$ cat config.mk
export PLATFORM = sky130hd
export DESIGN_NAME = fbreader_flat
export DESIGN_NICKNAME = d
export VERILOG_FILES = /design/src/rtl/fb_pkg.sv /design/src/rtl/fbreader_if.sv /design/src/rtl/fbreader_fifo.sv /design/src/rtl/fbreader.sv /design/src/flat_wrapper.sv
export SDC_FILE = /design/constraint.sdc
export NUM_CORES = 1
export LEC_CHECK = 0
export CAP_MARGIN = 20
export CORE_ASPECT_RATIO = 1.2
export CORE_MARGIN = 8
export CORE_UTILIZATION = 40
export DETAILED_ROUTE_END_ITERATION = 8
export PLACE_DENSITY = 0.57
export RECOVER_POWER = 50
export SLEW_MARGIN = 15
export SYNTH_ARGS = -nofsm -noshare
export SYNTH_HDL_FRONTEND = slang
export SYNTH_SLANG_ARGS = --single-unit
$ cat constraint.sdc
create_clock -name PLB_clk -period 5.9 [get_ports PLB_clk]
set_input_delay 1.18 -clock PLB_clk [delete_from_list [all_inputs] [get_ports PLB_clk]]
set_output_delay 1.18 -clock PLB_clk [all_outputs]
set_load 0.1 [all_outputs]
$ cat src/rtl/fb_pkg.sv
// fb_pkg: widths, stride, FSM encoding and default resolution shared by the
// framebuffer writer and reader.
package fb_pkg;
    localparam int WORD_W    = 32;
    localparam int PIX_W     = 24;
    localparam int STRIDE    = 4;
    localparam int DEF_H_RES = 640;
    localparam int DEF_V_RES = 480;

    typedef enum logic [1:0] {IDLE, ARB, REQ, WAIT_CMPLT} state_e;

    typedef struct packed {
        logic             sof;
        logic             eol;
        logic [PIX_W-1:0] rgb;
    } pix_t;
endpackage

$ cat src/rtl/fbreader_if.sv
// fbreader_if: PLB master-read handshake plus display-side pixel pop port.
interface fbreader_if;
    import fb_pkg::*;
    logic              IP2Bus_MstRd_Req;
    logic              IP2Bus_MstWr_Req;
    logic [WORD_W-1:0] IP2Bus_Mst_Addr;
    logic              Bus2IP_Mst_CmdAck;
    logic              Bus2IP_Mst_Cmplt;
    logic [WORD_W-1:0] Bus2IP_MstRd_d;
    logic              pix_rd_en;
    logic [PIX_W-1:0]  pix_data;
    logic              pix_sof;
    logic              pix_eol;
    logic              pix_empty;

    modport master (
        output IP2Bus_MstRd_Req, IP2Bus_MstWr_Req, IP2Bus_Mst_Addr,
               pix_data, pix_sof, pix_eol, pix_empty,
        input  Bus2IP_Mst_CmdAck, Bus2IP_Mst_Cmplt, Bus2IP_MstRd_d, pix_rd_en
    );
    modport slave (
        input  IP2Bus_MstRd_Req, IP2Bus_MstWr_Req, IP2Bus_Mst_Addr,
               pix_data, pix_sof, pix_eol, pix_empty,
        output Bus2IP_Mst_CmdAck, Bus2IP_Mst_Cmplt, Bus2IP_MstRd_d, pix_rd_en
    );
endinterface

$ cat src/rtl/fbreader_fifo.sv
// fbreader_fifo: first-word fall-through pixel FIFO with occupancy count.
module fbreader_fifo
    import fb_pkg::*;
#(
    parameter int DEPTH = 16,
    parameter int W     = PIX_W + 2
) (
    input  logic                   clk,
    input  logic                   rst_n,
    input  logic                   push,
    input  logic                   pop,
    input  logic [W-1:0]           din,
    output logic [W-1:0]           dout,
    output logic                   empty,
    output logic                   full,
    output logic [$clog2(DEPTH):0] count
);
    localparam int AW = $clog2(DEPTH);
    localparam int CW = AW + 1;
    localparam logic [AW:0] FULL_CNT = DEPTH[AW:0];

    logic [W-1:0]  mem_q [DEPTH];
    logic [AW-1:0] wr_q, rd_q;
    logic [AW:0]   cnt_q;
    logic          do_pop;

    assign do_pop = pop && !empty;
    assign empty  = cnt_q == '0;
    assign full   = cnt_q == FULL_CNT;
    assign count  = cnt_q;
    assign dout   = empty ? '0 : mem_q[rd_q];

    always_ff @(posedge clk) begin
        if (push) mem_q[wr_q] <= din;
    end

    always_ff @(posedge clk or negedge rst_n) begin
        if (!rst_n) begin
            wr_q  <= '0;
            rd_q  <= '0;
            cnt_q <= '0;
        end else begin
            if (push) wr_q <= wr_q + AW'(1);
            if (do_pop) rd_q <= rd_q + AW'(1);
            cnt_q <= cnt_q + CW'(push) - CW'(do_pop);
        end
    end
endmodule

$ cat src/rtl/fbreader.sv
// fbreader: PLB master-read scanout engine; fetches one frame of pixels as
// single-beat reads into a FWFT FIFO popped by the display side.
module fbreader
    import fb_pkg::*;
#(
    parameter logic [WORD_W-1:0] FB_BASE    = 32'h0000_0000,
    parameter int                H_RES      = DEF_H_RES,
    parameter int                V_RES      = DEF_V_RES,
    parameter int                FIFO_DEPTH = 16
) (
    input  logic       PLB_clk,
    input  logic       reset_n,
    input  logic       start,
    output logic       busy,
    output logic       frame_done,
    fbreader_if.master bus
);
    localparam int CW = $clog2(FIFO_DEPTH) + 1;

    state_e            state_q;
    logic [WORD_W-1:0] addr_q;
    logic              req_q, busy_q, done_q;
    logic [15:0]       x_q, y_q;
    logic [CW-1:0]     count;
    logic              full, xfer_done, last_x, last_px;
    pix_t              din, dout;

    // CmdAck and Cmplt together while in REQ completes the beat without WAIT_CMPLT
    assign xfer_done = bus.Bus2IP_Mst_Cmplt &&
                       ((state_q == REQ && bus.Bus2IP_Mst_CmdAck) || state_q == WAIT_CMPLT);
    assign last_x    = x_q == 16'(H_RES - 1);
    assign last_px   = last_x && y_q == 16'(V_RES - 1);
    assign din       = '{sof: x_q == '0 && y_q == '0, eol: last_x,
                         rgb: bus.Bus2IP_MstRd_d[PIX_W-1:0]};

    fbreader_fifo #(.DEPTH(FIFO_DEPTH), .W($bits(pix_t))) u_fifo (
        .clk   (PLB_clk),
        .rst_n (reset_n),
        .push  (xfer_done && !full),
        .pop   (bus.pix_rd_en),
        .din   (din),
        .dout  (dout),
        .empty (bus.pix_empty),
        .full  (full),
        .count (count)
    );

    always_ff @(posedge PLB_clk or negedge reset_n) begin
        if (!reset_n) begin
            state_q <= IDLE;
            addr_q  <= FB_BASE;
            req_q   <= 1'b0;
            busy_q  <= 1'b0;
            done_q  <= 1'b0;
            x_q     <= '0;
            y_q     <= '0;
        end else begin
            done_q <= 1'b0;
            case (state_q)
                IDLE: if (start && !done_q) begin
                    state_q <= ARB;
                    addr_q  <= FB_BASE;
                    x_q     <= '0;
                    y_q     <= '0;
                    busy_q  <= 1'b1;
                end
                ARB: if (int'(count) < FIFO_DEPTH) begin
                    state_q <= REQ;
                    req_q   <= 1'b1;
                end
                REQ: if (bus.Bus2IP_Mst_CmdAck) begin
                    state_q <= WAIT_CMPLT;
                    req_q   <= 1'b0;
                end
                WAIT_CMPLT: ;
            endcase
            if (xfer_done) begin
                addr_q  <= addr_q + WORD_W'(STRIDE);
                x_q     <= last_x ? '0 : x_q + 16'd1;
                y_q     <= last_x ? y_q + 16'd1 : y_q;
                state_q <= last_px ? IDLE : ARB;
                busy_q  <= !last_px;
                done_q  <= last_px;
            end
        end
    end

    assign bus.IP2Bus_MstRd_Req = req_q;
    assign bus.IP2Bus_MstWr_Req = 1'b0;
    assign bus.IP2Bus_Mst_Addr  = addr_q;
    assign bus.pix_data         = dout.rgb;
    assign bus.pix_sof          = dout.sof;
    assign bus.pix_eol          = dout.eol;
    assign busy                 = busy_q;
    assign frame_done           = done_q;
endmodule

$ cat src/flat_wrapper.sv
// flat-port wrapper written by rule: the top's interface ports become plain ports
module fbreader_flat import fb_pkg::*;
#(
    parameter logic [WORD_W-1:0] FB_BASE    = 32'h0000_0000,
    parameter int                H_RES      = DEF_H_RES,
    parameter int                V_RES      = DEF_V_RES,
    parameter int                FIFO_DEPTH = 16
)
  (PLB_clk, reset_n, start, busy, frame_done, bus_IP2Bus_MstRd_Req, bus_IP2Bus_MstWr_Req, bus_IP2Bus_Mst_Addr, bus_pix_data, bus_pix_sof, bus_pix_eol, bus_pix_empty, bus_Bus2IP_Mst_CmdAck, bus_Bus2IP_Mst_Cmplt, bus_Bus2IP_MstRd_d, bus_pix_rd_en);
  fbreader_if bus_i ();
  input  logic PLB_clk;
  input  logic reset_n;
  input  logic start;
  output logic busy;
  output logic frame_done;
  output wire logic [$bits(bus_i.IP2Bus_MstRd_Req)-1:0] bus_IP2Bus_MstRd_Req;
  output wire logic [$bits(bus_i.IP2Bus_MstWr_Req)-1:0] bus_IP2Bus_MstWr_Req;
  output wire logic [$bits(bus_i.IP2Bus_Mst_Addr)-1:0] bus_IP2Bus_Mst_Addr;
  output wire logic [$bits(bus_i.pix_data)-1:0] bus_pix_data;
  output wire logic [$bits(bus_i.pix_sof)-1:0] bus_pix_sof;
  output wire logic [$bits(bus_i.pix_eol)-1:0] bus_pix_eol;
  output wire logic [$bits(bus_i.pix_empty)-1:0] bus_pix_empty;
  input wire logic [$bits(bus_i.Bus2IP_Mst_CmdAck)-1:0] bus_Bus2IP_Mst_CmdAck;
  input wire logic [$bits(bus_i.Bus2IP_Mst_Cmplt)-1:0] bus_Bus2IP_Mst_Cmplt;
  input wire logic [$bits(bus_i.Bus2IP_MstRd_d)-1:0] bus_Bus2IP_MstRd_d;
  input wire logic [$bits(bus_i.pix_rd_en)-1:0] bus_pix_rd_en;
  assign bus_IP2Bus_MstRd_Req = bus_i.IP2Bus_MstRd_Req;
  assign bus_IP2Bus_MstWr_Req = bus_i.IP2Bus_MstWr_Req;
  assign bus_IP2Bus_Mst_Addr = bus_i.IP2Bus_Mst_Addr;
  assign bus_pix_data = bus_i.pix_data;
  assign bus_pix_sof = bus_i.pix_sof;
  assign bus_pix_eol = bus_i.pix_eol;
  assign bus_pix_empty = bus_i.pix_empty;
  assign bus_i.Bus2IP_Mst_CmdAck = bus_Bus2IP_Mst_CmdAck;
  assign bus_i.Bus2IP_Mst_Cmplt = bus_Bus2IP_Mst_Cmplt;
  assign bus_i.Bus2IP_MstRd_d = bus_Bus2IP_MstRd_d;
  assign bus_i.pix_rd_en = bus_pix_rd_en;
  fbreader #(.FB_BASE(FB_BASE), .H_RES(H_RES), .V_RES(V_RES), .FIFO_DEPTH(FIFO_DEPTH)) u_core (.PLB_clk(PLB_clk), .reset_n(reset_n), .start(start), .busy(busy), .frame_done(frame_done), .bus(bus_i));
endmodule
==> summary.md, run 1 <==
| Metric | Value |
|---|---|
| Clk Latency, worst-skew pair | 580 ps |
| Simple-gate share of the synthesized area | 5.95% |
| Cell area after layout | roughly 23000 sq um |
| Layout overhead on the synthesized area | 16.0% |
| Setup ws final | 971 ps |
| Async SR Flop Fraction | 16.1% |
| Initial antenna violation count | 1 |
| Post-DP HPWL | 24.2 mm |
| EDFF count, synth | around 420 |
| Postcts setup bufs | 0 |
| Clock Path Buffers | 3 |
| Fin crit period | 4930 ps |
| Number of clock sinks | about 500 |
| #FFs+latches synth | 496 |
| RePlAce Congestion | 0.770 |
| Max Fclk | between 0.2 and 0.25 GHz |
| Critical path required time | 4720 ps |
| Sw Ratio | 37.1% |
| CTS tree | yes |
| Post-synthesis xor/xnor area fraction | around 1.1% |
| I/O pins | 101 |
| Final Skew | 13.7 ps |
| Clock Power Share | 26.8% |
| Post-place setup slack | 1530 ps |
| Met2 WL post-DR | 22.6 mm |
| Largest net degree at the start of global routing | 50 |
| Compound-Gate Fraction of Synth Area | 3.83% |
| Remaining global-route overflow | 0 |
| Buffers on Ports | slightly below 90 |
| Nets | approximately 1300 |
| Max-slew violation count | between 40 and 50 |
| PwrDens | 498 nW/um^2 |
| Post_cts resized | 0 |
| Placed inst area | around 22000 sq um |
| Synthesized area | slightly above 20000 sq um |
| Vias in the first global route | 11200 |
| First-pass GRT wire length | 68.0 mm |
| Hold WC Path Type | register to register |
| Top-area cell type share of the netlist area | 61.6% |
| CTS clk-pin slew, worst paths | 60 ps |
| Die Width | 221 um |
| DP Cell Count | between 1500 and 2000 |
| Mux cell area share after synthesis | 14.4% |
| Yosys top cell by area | edfxtp_1 |
| DR DRC count | 0 |
| Internal | 0.00735 W |
| Hold buffers post-CTS | 0 |
| First DRT Iteration DRCs | 816 |
| Final hold viol count | 0 |
| P_sw | 0.00434 W |
| Routed met3 length | 1.86 mm |
| Post-Syn Area per Cell | 17.5 sq um |
| WL final | between 40 and 50 mm |
| Routed WL per cell | ~23 um |
| Inserted Clock Buffers | between 40 and 50 |
| Metal-1 WL | ~19 mm |
| Fin cells | 1944 |
| Leak | roughly 8 nW |
| CP Class | register to primary output |
| Final core occ | 46.8% |
| Share of cells above drive strength 1 | 16.9% |
| Setup TNS | 0 ps |
| Worst slew pin tran | around 1800 ps |
| Router iterations before antenna repair | 5 |
| Die span in y | 263 um |
| CTS H-tree lvls | 2 |
| Via Count | 10600 |
| Top layer in use | met4 |
| Startpoint types | register |
| Max VDD drop | approximately 0.33 mV |
| Post-synthesis adder-cell area fraction | approximately 1.4% |
| Logic pwr share | 36.1% |
| Endpoints failing setup | 0 |
| Final Cycle Share | a little over four fifths |
| Status | finished, violations left |
| CP arrival | 3750 ps |
| CP endpoint kind | primary output |
| Main combinational cell family by area after synthesis | multiplexers |
| Total track usage | approximately 15% |
| RSZ-0062 raised after global routing | no |
| Failing checks | capacitance limit, slew limit |
| Netlist cell types | 55 |
| Antenna-violating nets left | 0 |
| Critical path peak fanout | 17 |
| Die area | 58200 sq um |
| Vias/cell | 5.46 |
| Initial Util | 40.3% |
| Slew headroom | -20.4% |
| CTS root buf | clkbuf_16 |
| Ys flop type | edfxtp_1 |
| Ys Warns | 0 |
| Reg power frac | 37.1% |
| Core box area | ~50000 sq um |
| Dominant cells by area after synthesis | edfxtp_1 62%, mux4_2 12%, dfrtp_1 9.9% |
| Seq/Total Area, Yosys | 71.5% |
| Row count | 90 |
| Maximum Capacitance Violations | 2 |
| Post-synthesis cell count | 1156 |
==> critical path, stage by stage, from the launching register on <==
cell and delay [ps]:
dfrtp_1 390, inv_1 80, ha_1 160, nor4b_2 410
nand2b_2 640, buf_4 330, o22ai_1 120, clkdlybuf4s50_1 1020
==> cell usage after synthesis (22+ instances only) <==
| cell | instances |
|---|---|
| edfxtp_1 | 416 |
| mux4_2 | 104 |
| dfrtp_1 | 80 |
| mux2i_1 | 56 |
| o21ai_0 | 55 |
| nand2_1 | 54 |
| nor2_1 | 40 |
| clkbuf_1 | 34 |
| inv_1 | 28 |
| nand3_1 | 26 |
| nand4_1 | 26 |
| o22ai_1 | 26 |
| a21oi_1 | 22 |
==> flip-flops by register name (all words and copies together), names as in the netlist <==
| signal | cells |
|---|---|
| u_core.busy | 1 |
| u_core.u_fifo.wr_q | 4 |
| u_core.x_q | 16 |
| u_core.y_q | 16 |
| u_core.bus.IP2Bus_Mst_Addr | 30 |
| u_core.state_q | 2 |
| u_core.u_fifo.count | 5 |
| u_core.bus.IP2Bus_MstRd_Req | 1 |
| u_core.frame_done | 1 |
| u_core.u_fifo.mem_q | 416 |
| u_core.u_fifo.rd_q | 4 |
==> power by group through the flow <==
| stage | Sequential, W | Clock [W] | Combinational (W) |
|---|---|---|---|
| after floorplan | 0.00428 | 0 | 0.00332 |
| after detailed placement | 0.00441 | 0 | 0.00431 |
| after global routing | 0.00437 | 0.00333 | 0.00449 |
| final | 0.00434 | 0.00313 | 0.00423 |
| after CTS | 0.00434 | 0.00321 | 0.00432 |
| after global placement | 0.00440 | 0 | 0.00428 |
==> final cells by class <==
cell class	count	area, sq um
Fill cell	4357	26700
Tap cell	644	806
Inverter	28	105
Timing Repair Buffer	109	1030
Antenna cell	1	2.50
Sequential cell	496	14500
Clock buffer	65	1360
Clock inverter	25	248
Multi-Input combinational cell	576	5440
==> metrics by stage <==
step	hold slack, ps	total power [W]
final	514	0.0117
after global routing	525	0.0122
after CTS	516	0.0119
after detailed placement	503	0.00873
after global placement	495	0.00869
after floorplan	473	0.00760
==> logic make-up (layout without fill, tap and decap cells) <==
group	Yosys count	count (layout)
other	1	4
XOR/XNOR	25	25
adder cells (fa/ha/maj)	22	22
buffers and inverters	86	227
multiplexers	162	162
AO/OA/AOI/OAI	134	134
flip-flops	496	496
AND/OR/NAND/NOR	230	230
==> metal layers <==
metal,vias up,global-route usage (%)
li1,4807,-
met1,5512,19.2
met2,229,26.6
met3,61,2.95
met4,0,3.77
met5,-,0
==> final timing paths <==
kind | cells after the start | slack (ps) | end | from
max | 7 | 970 | bus_pix_data[15] | u_core.u_fifo.count[2]
min | 1 | 510 | u_core.y_q[15] | u_core.y_q[15]
max reg2reg | 7 | 2300 | u_core.bus.IP2Bus_Mst_Addr[31] | u_core.state_q[0]
min reg2reg | 1 | 510 | u_core.y_q[15] | u_core.y_q[15]
max in group asynchronous | 2 | 3240 | u_core.u_fifo.rd_q[3] | reset_n
min in group asynchronous | 1 | 1090 | u_core.bus.IP2Bus_Mst_Addr[28] | reset_n
==> placed cells by master, fill, tap and decap left out, types with 3 or more instances in the layout <==
cell type / count
nor4_1: 9
a21oi_1: 22
a31oi_1: 8
or3_1: 8
ha_1: 21
nor2_1: 40
and2_2: 16
o22ai_1: 26
clkinv_1: 11
clkinvlp_4: 3
a21o_1: 7
mux4_2: 104
nand3_1: 26
inv_1: 28
o31ai_1: 6
and3_1: 12
nand4_1: 26
nor3_1: 14
dfrtp_1: 77
clkbuf_1: 16
nand2_1: 54
buf_4: 16
xnor2_1: 8
xor2_1: 17
bufinv_16: 5
edfxtp_1: 416
and4_1: 4
dfrtp_4: 3
mux2i_1: 56
and2_1: 4
conb_1: 3
clkdlybuf4s50_1: 61
clkbuf_8: 3
dlygate4sd3_1: 26
clkbuf_16: 51
clkinv_2: 5
o21ai_0: 56
(Power assumes the default switching activity.)
==> run 2, diff against run 1 <==
Settings changed: PLACE_DENSITY 0.57 to 0.59.
Clock period 5.9 ns to 4.23 ns, I/O delays scaled along.
==> run 2 against run 1 <==
  * Sequential share of layout area decreased by 0.65 points
  * Critical endpoint is now bus_pix_data[9]
  * Count of clock-buffer cells in the layout decreased by 8
  * Clock power increased by 36%
  * Sequential power increased by 40%
  * The flow still finishes with violations (capacitance limit, slew limit)
  * Cell count increased by 1.4%
  * First-iteration DRC count decreased by 12%
  * Highest routed layer is now met5
  * Hold slack got worse by 9.9 ps
  * Worst setup slack got worse by 510 ps
  * Register-to-register slack got worse by 1400 ps
  * Final area increased by 1.1%
  * Combinational power increased by 40%
  * Routed wire length decreased by 1.5%
==> summary.md, run 2 (synthesized netlist as in run 1, its figures left out) <==
| Metric | Value |
|---|---|
| CP endpoint kind | primary output |
| Max reg flops | 416 (unchanged) |
| Critical path peak fanout | 25 (+8) |
| N_diodes | 0 (-1) |
| Crit path cell chain | buf_4, mux4_2, mux2i_1, o22ai_1, buf_4 |
| Remaining global-route overflow | 0 (unchanged) |
| Setup TNS | 0 ps (unchanged) |
| Largest Register | u_core.u_fifo.mem_q |
| Total power draw | 0.0162 W (+39%) |
| Status | finished, violations left |
| WHS Path Cells | 2 (+1) |
| Maximum Capacitance Violations | 1 (-1) |
| Largest net degree at the start of global routing | 69 (+38%) |
| Die area | 58200 sq um (unchanged) |
| Hold buffers post-CTS | 0 (unchanged) |
| CTS clk-pin slew, worst paths | 60 ps (about the same) |
| RSZ-0062 raised after global routing | no |
| Initial Util | 40.3% (unchanged) |
| Post_cts resized | 0 (unchanged) |
| Failing checks | capacitance limit, slew limit |
| Max-slew violation count | 69 (+41%) |
| Core box area | 50200 sq um (unchanged) |
| Fin crit period | 3770 ps |
| Hold WC Path Type | register to register |
| Routed met3 length | 2.04 mm (+9.7%) |
| Antenna-violating nets left | 0 (unchanged) |
| Post-place setup slack | 679 ps (-855 ps) |
| Worst slew pin tran | 1760 ps (-45.4 ps) |
| CP Class | register to primary output |
| Setup ws final | 463 ps (-507 ps) |
| Critical path required time | 3380 ps (-1340 ps) |
| Commonest cells after routing, fill and taps aside | 416 x edfxtp_1, 104 x mux4_2, 77 x dfrtp_1 |
| Die span in y | 263 um (unchanged) |
| Router iterations before antenna repair | 4 (-1) |
| RePlAce Congestion | 0.799 (+3.7%) |
| Startpoint types | register |
| Nets | 1347 (+2.0%) |
| Max VDD drop | 0.516 mV (+54%) |
| Leak | 8.19 nW (+2.7%) |
| Share of cells above drive strength 1 | 21.4% (+4.4 points) |
| Crit-path leading delay family | flip-flops |
| Layout overhead on the synthesized area | 17.2% |
| Clock Path Buffers | 3 (unchanged) |
| Vias/cell | 5.44 (-0.30%) |
| Most common library cell in the layout ignoring fill and taps | edfxtp_1 |
| First DRT Iteration DRCs | 722 (-12%) |
| Critical Path Max Stage Delay | 790 ps (-230 ps) |
| First-pass GRT wire length | 67.6 mm (-0.56%) |
| Met2 WL post-DR | 22.5 mm (-0.75%) |
| Metal-1 WL | 18.0 mm (-4.6%) |
| # fillers | 4289 (-1.6%) |
| Die Width | 221 um (unchanged) |
| Endpoints failing setup | 0 (unchanged) |
| Reg-to-Reg Start | u_core.state_q[0] |
| Vias in the first global route | 11200 (+0.38%) |
| Post-DP HPWL | 26.5 mm (+9.3%) |
| Inserted Clock Buffers | 50 (+2.0%) |
| Final hold viol count | 0 (unchanged) |
| Total track usage | 14.9% (-0.24 points) |
| Postcts setup bufs | 0 (unchanged) |
| Slew headroom | -17.4% (+3.0 points) |
| Top layer in use | met5 |
| DR DRC count | 0 (unchanged) |
| Initial antenna violation count | 2 (+1) |
| Number of clock sinks | 496 (unchanged) |
| Max Fclk | between 0.2 and 0.3 GHz |
| CTS tree | yes |
| Routed WL per cell | 22.1 um (-2.9%) |
| CTS root buf | clkbuf_16 |
| Stages on the worst setup path | 5 (-2) |
| Depth of the most critical reg-to-reg path | 8 (+1) |
| CP most frequent cell | buf_4 |
| Multi-input logic area | 5450 sq um (+0.11%) |
| Final Cycle Share | 89.0% |
| CP arrival | 2920 ps (-830 ps) |
| Clk Latency, worst-skew pair | 590 ps (about the same) |
| CTS H-tree lvls | 2 (unchanged) |
| PwrDens | 684 nW/um^2 (+37%) |
| Final Skew | 12.8 ps (-0.896 ps) |
| Via Count | 10700 (+1.1%) |
| Hold path start | u_core.busy |
| CP Launch Point | u_core.u_fifo.rd_q[0] |
| Buffers on Ports | 89 (unchanged) |
| WL final | 43.5 mm (-1.5%) |
| I/O pins | 101 (unchanged) |
| Row count | 90 (unchanged) |
| Worst path slowest cell | dfrtp_4 |
| Worst path bufs/invs | 2 (-1) |
| Register Area | 14500 sq um (unchanged) |
==> run 2: cell count changes in the layout (fill, tap and decap cells not counted), sizes merged <==
cell / delta
bufinv: -2
dlygate4sd3: -1
clkdlybuf4s50: -25
diode: -1
inv: +1
buf: +50
clkinvlp: +2
clkbuf: -6
clkinv: +10
==> run 2: worst register-to-register path: stages, from the launching register on <==
cell	delay (ps)
dfrtp_1	430
inv_1	120
ha_1	260
a21oi_1	190
o21ai_2	150
clkbuf_1	970
nand4_1	540
or3_1	490
a21oi_1	140
==> run 2: final cells by class <==
type,count,share of cell area [%]
Clock buffer,57,5.38
Clock inverter,36,1.26
Inverter,28,0.443
Multi-Input combinational cell,576,23.0
Sequential cell,496,61.1
Tap cell,644,3.39
Timing Repair Buffer,135,5.49
==> run 2: power by group <==
part / switching, W / total [W] / leakage, nW / internal (W)
combinational: 0.00390 / 0.00593 / 2.58 / 0.00204
sequential: 0.000408 / 0.00606 / 4.83 / 0.00566
clock: 0.00187 / 0.00425 / 0.778 / 0.00238
total: 0.00618 / 0.0162 / 8.19 / 0.0101
==> run 2: worst paths after layout <==
path                                             endpoint  slack (ps)
max                                       bus_pix_data[9]         460
min                                           u_core.busy         500
max reg2reg                u_core.bus.IP2Bus_Mst_Addr[31]         880
min reg2reg                                   u_core.busy         500
max in group asynchronous                   u_core.y_q[6]        2090
min in group asynchronous  u_core.bus.IP2Bus_Mst_Addr[30]         740
==> run 2: routing by layer <==
metal	global-route usage [%]	up-vias
met5	0	-
met4	4.70	2
met3	2.68	69
met2	26.3	249
met1	18.5	5542
li1	-	4867
==> run 2: through the flow <==
| step | utilization (%) | hold WS, ps | instance area (sq um) | cells |
|---|---|---|---|---|
| 2_1_floorplan | - | 473 | 20300 | 1158 |
| 5_1_grt | 47.3 | 526 | 23700 | 1972 |
| 3_5_place_dp | 44.2 | 494 | 22200 | 1879 |
| 4_1_cts | 47.4 | 391 | 23800 | 1972 |
| 3_3_place_gp | 44.2 | 493 | 22200 | 1879 |
| 6_report | 47.3 | 504 | 23700 | 1972 |
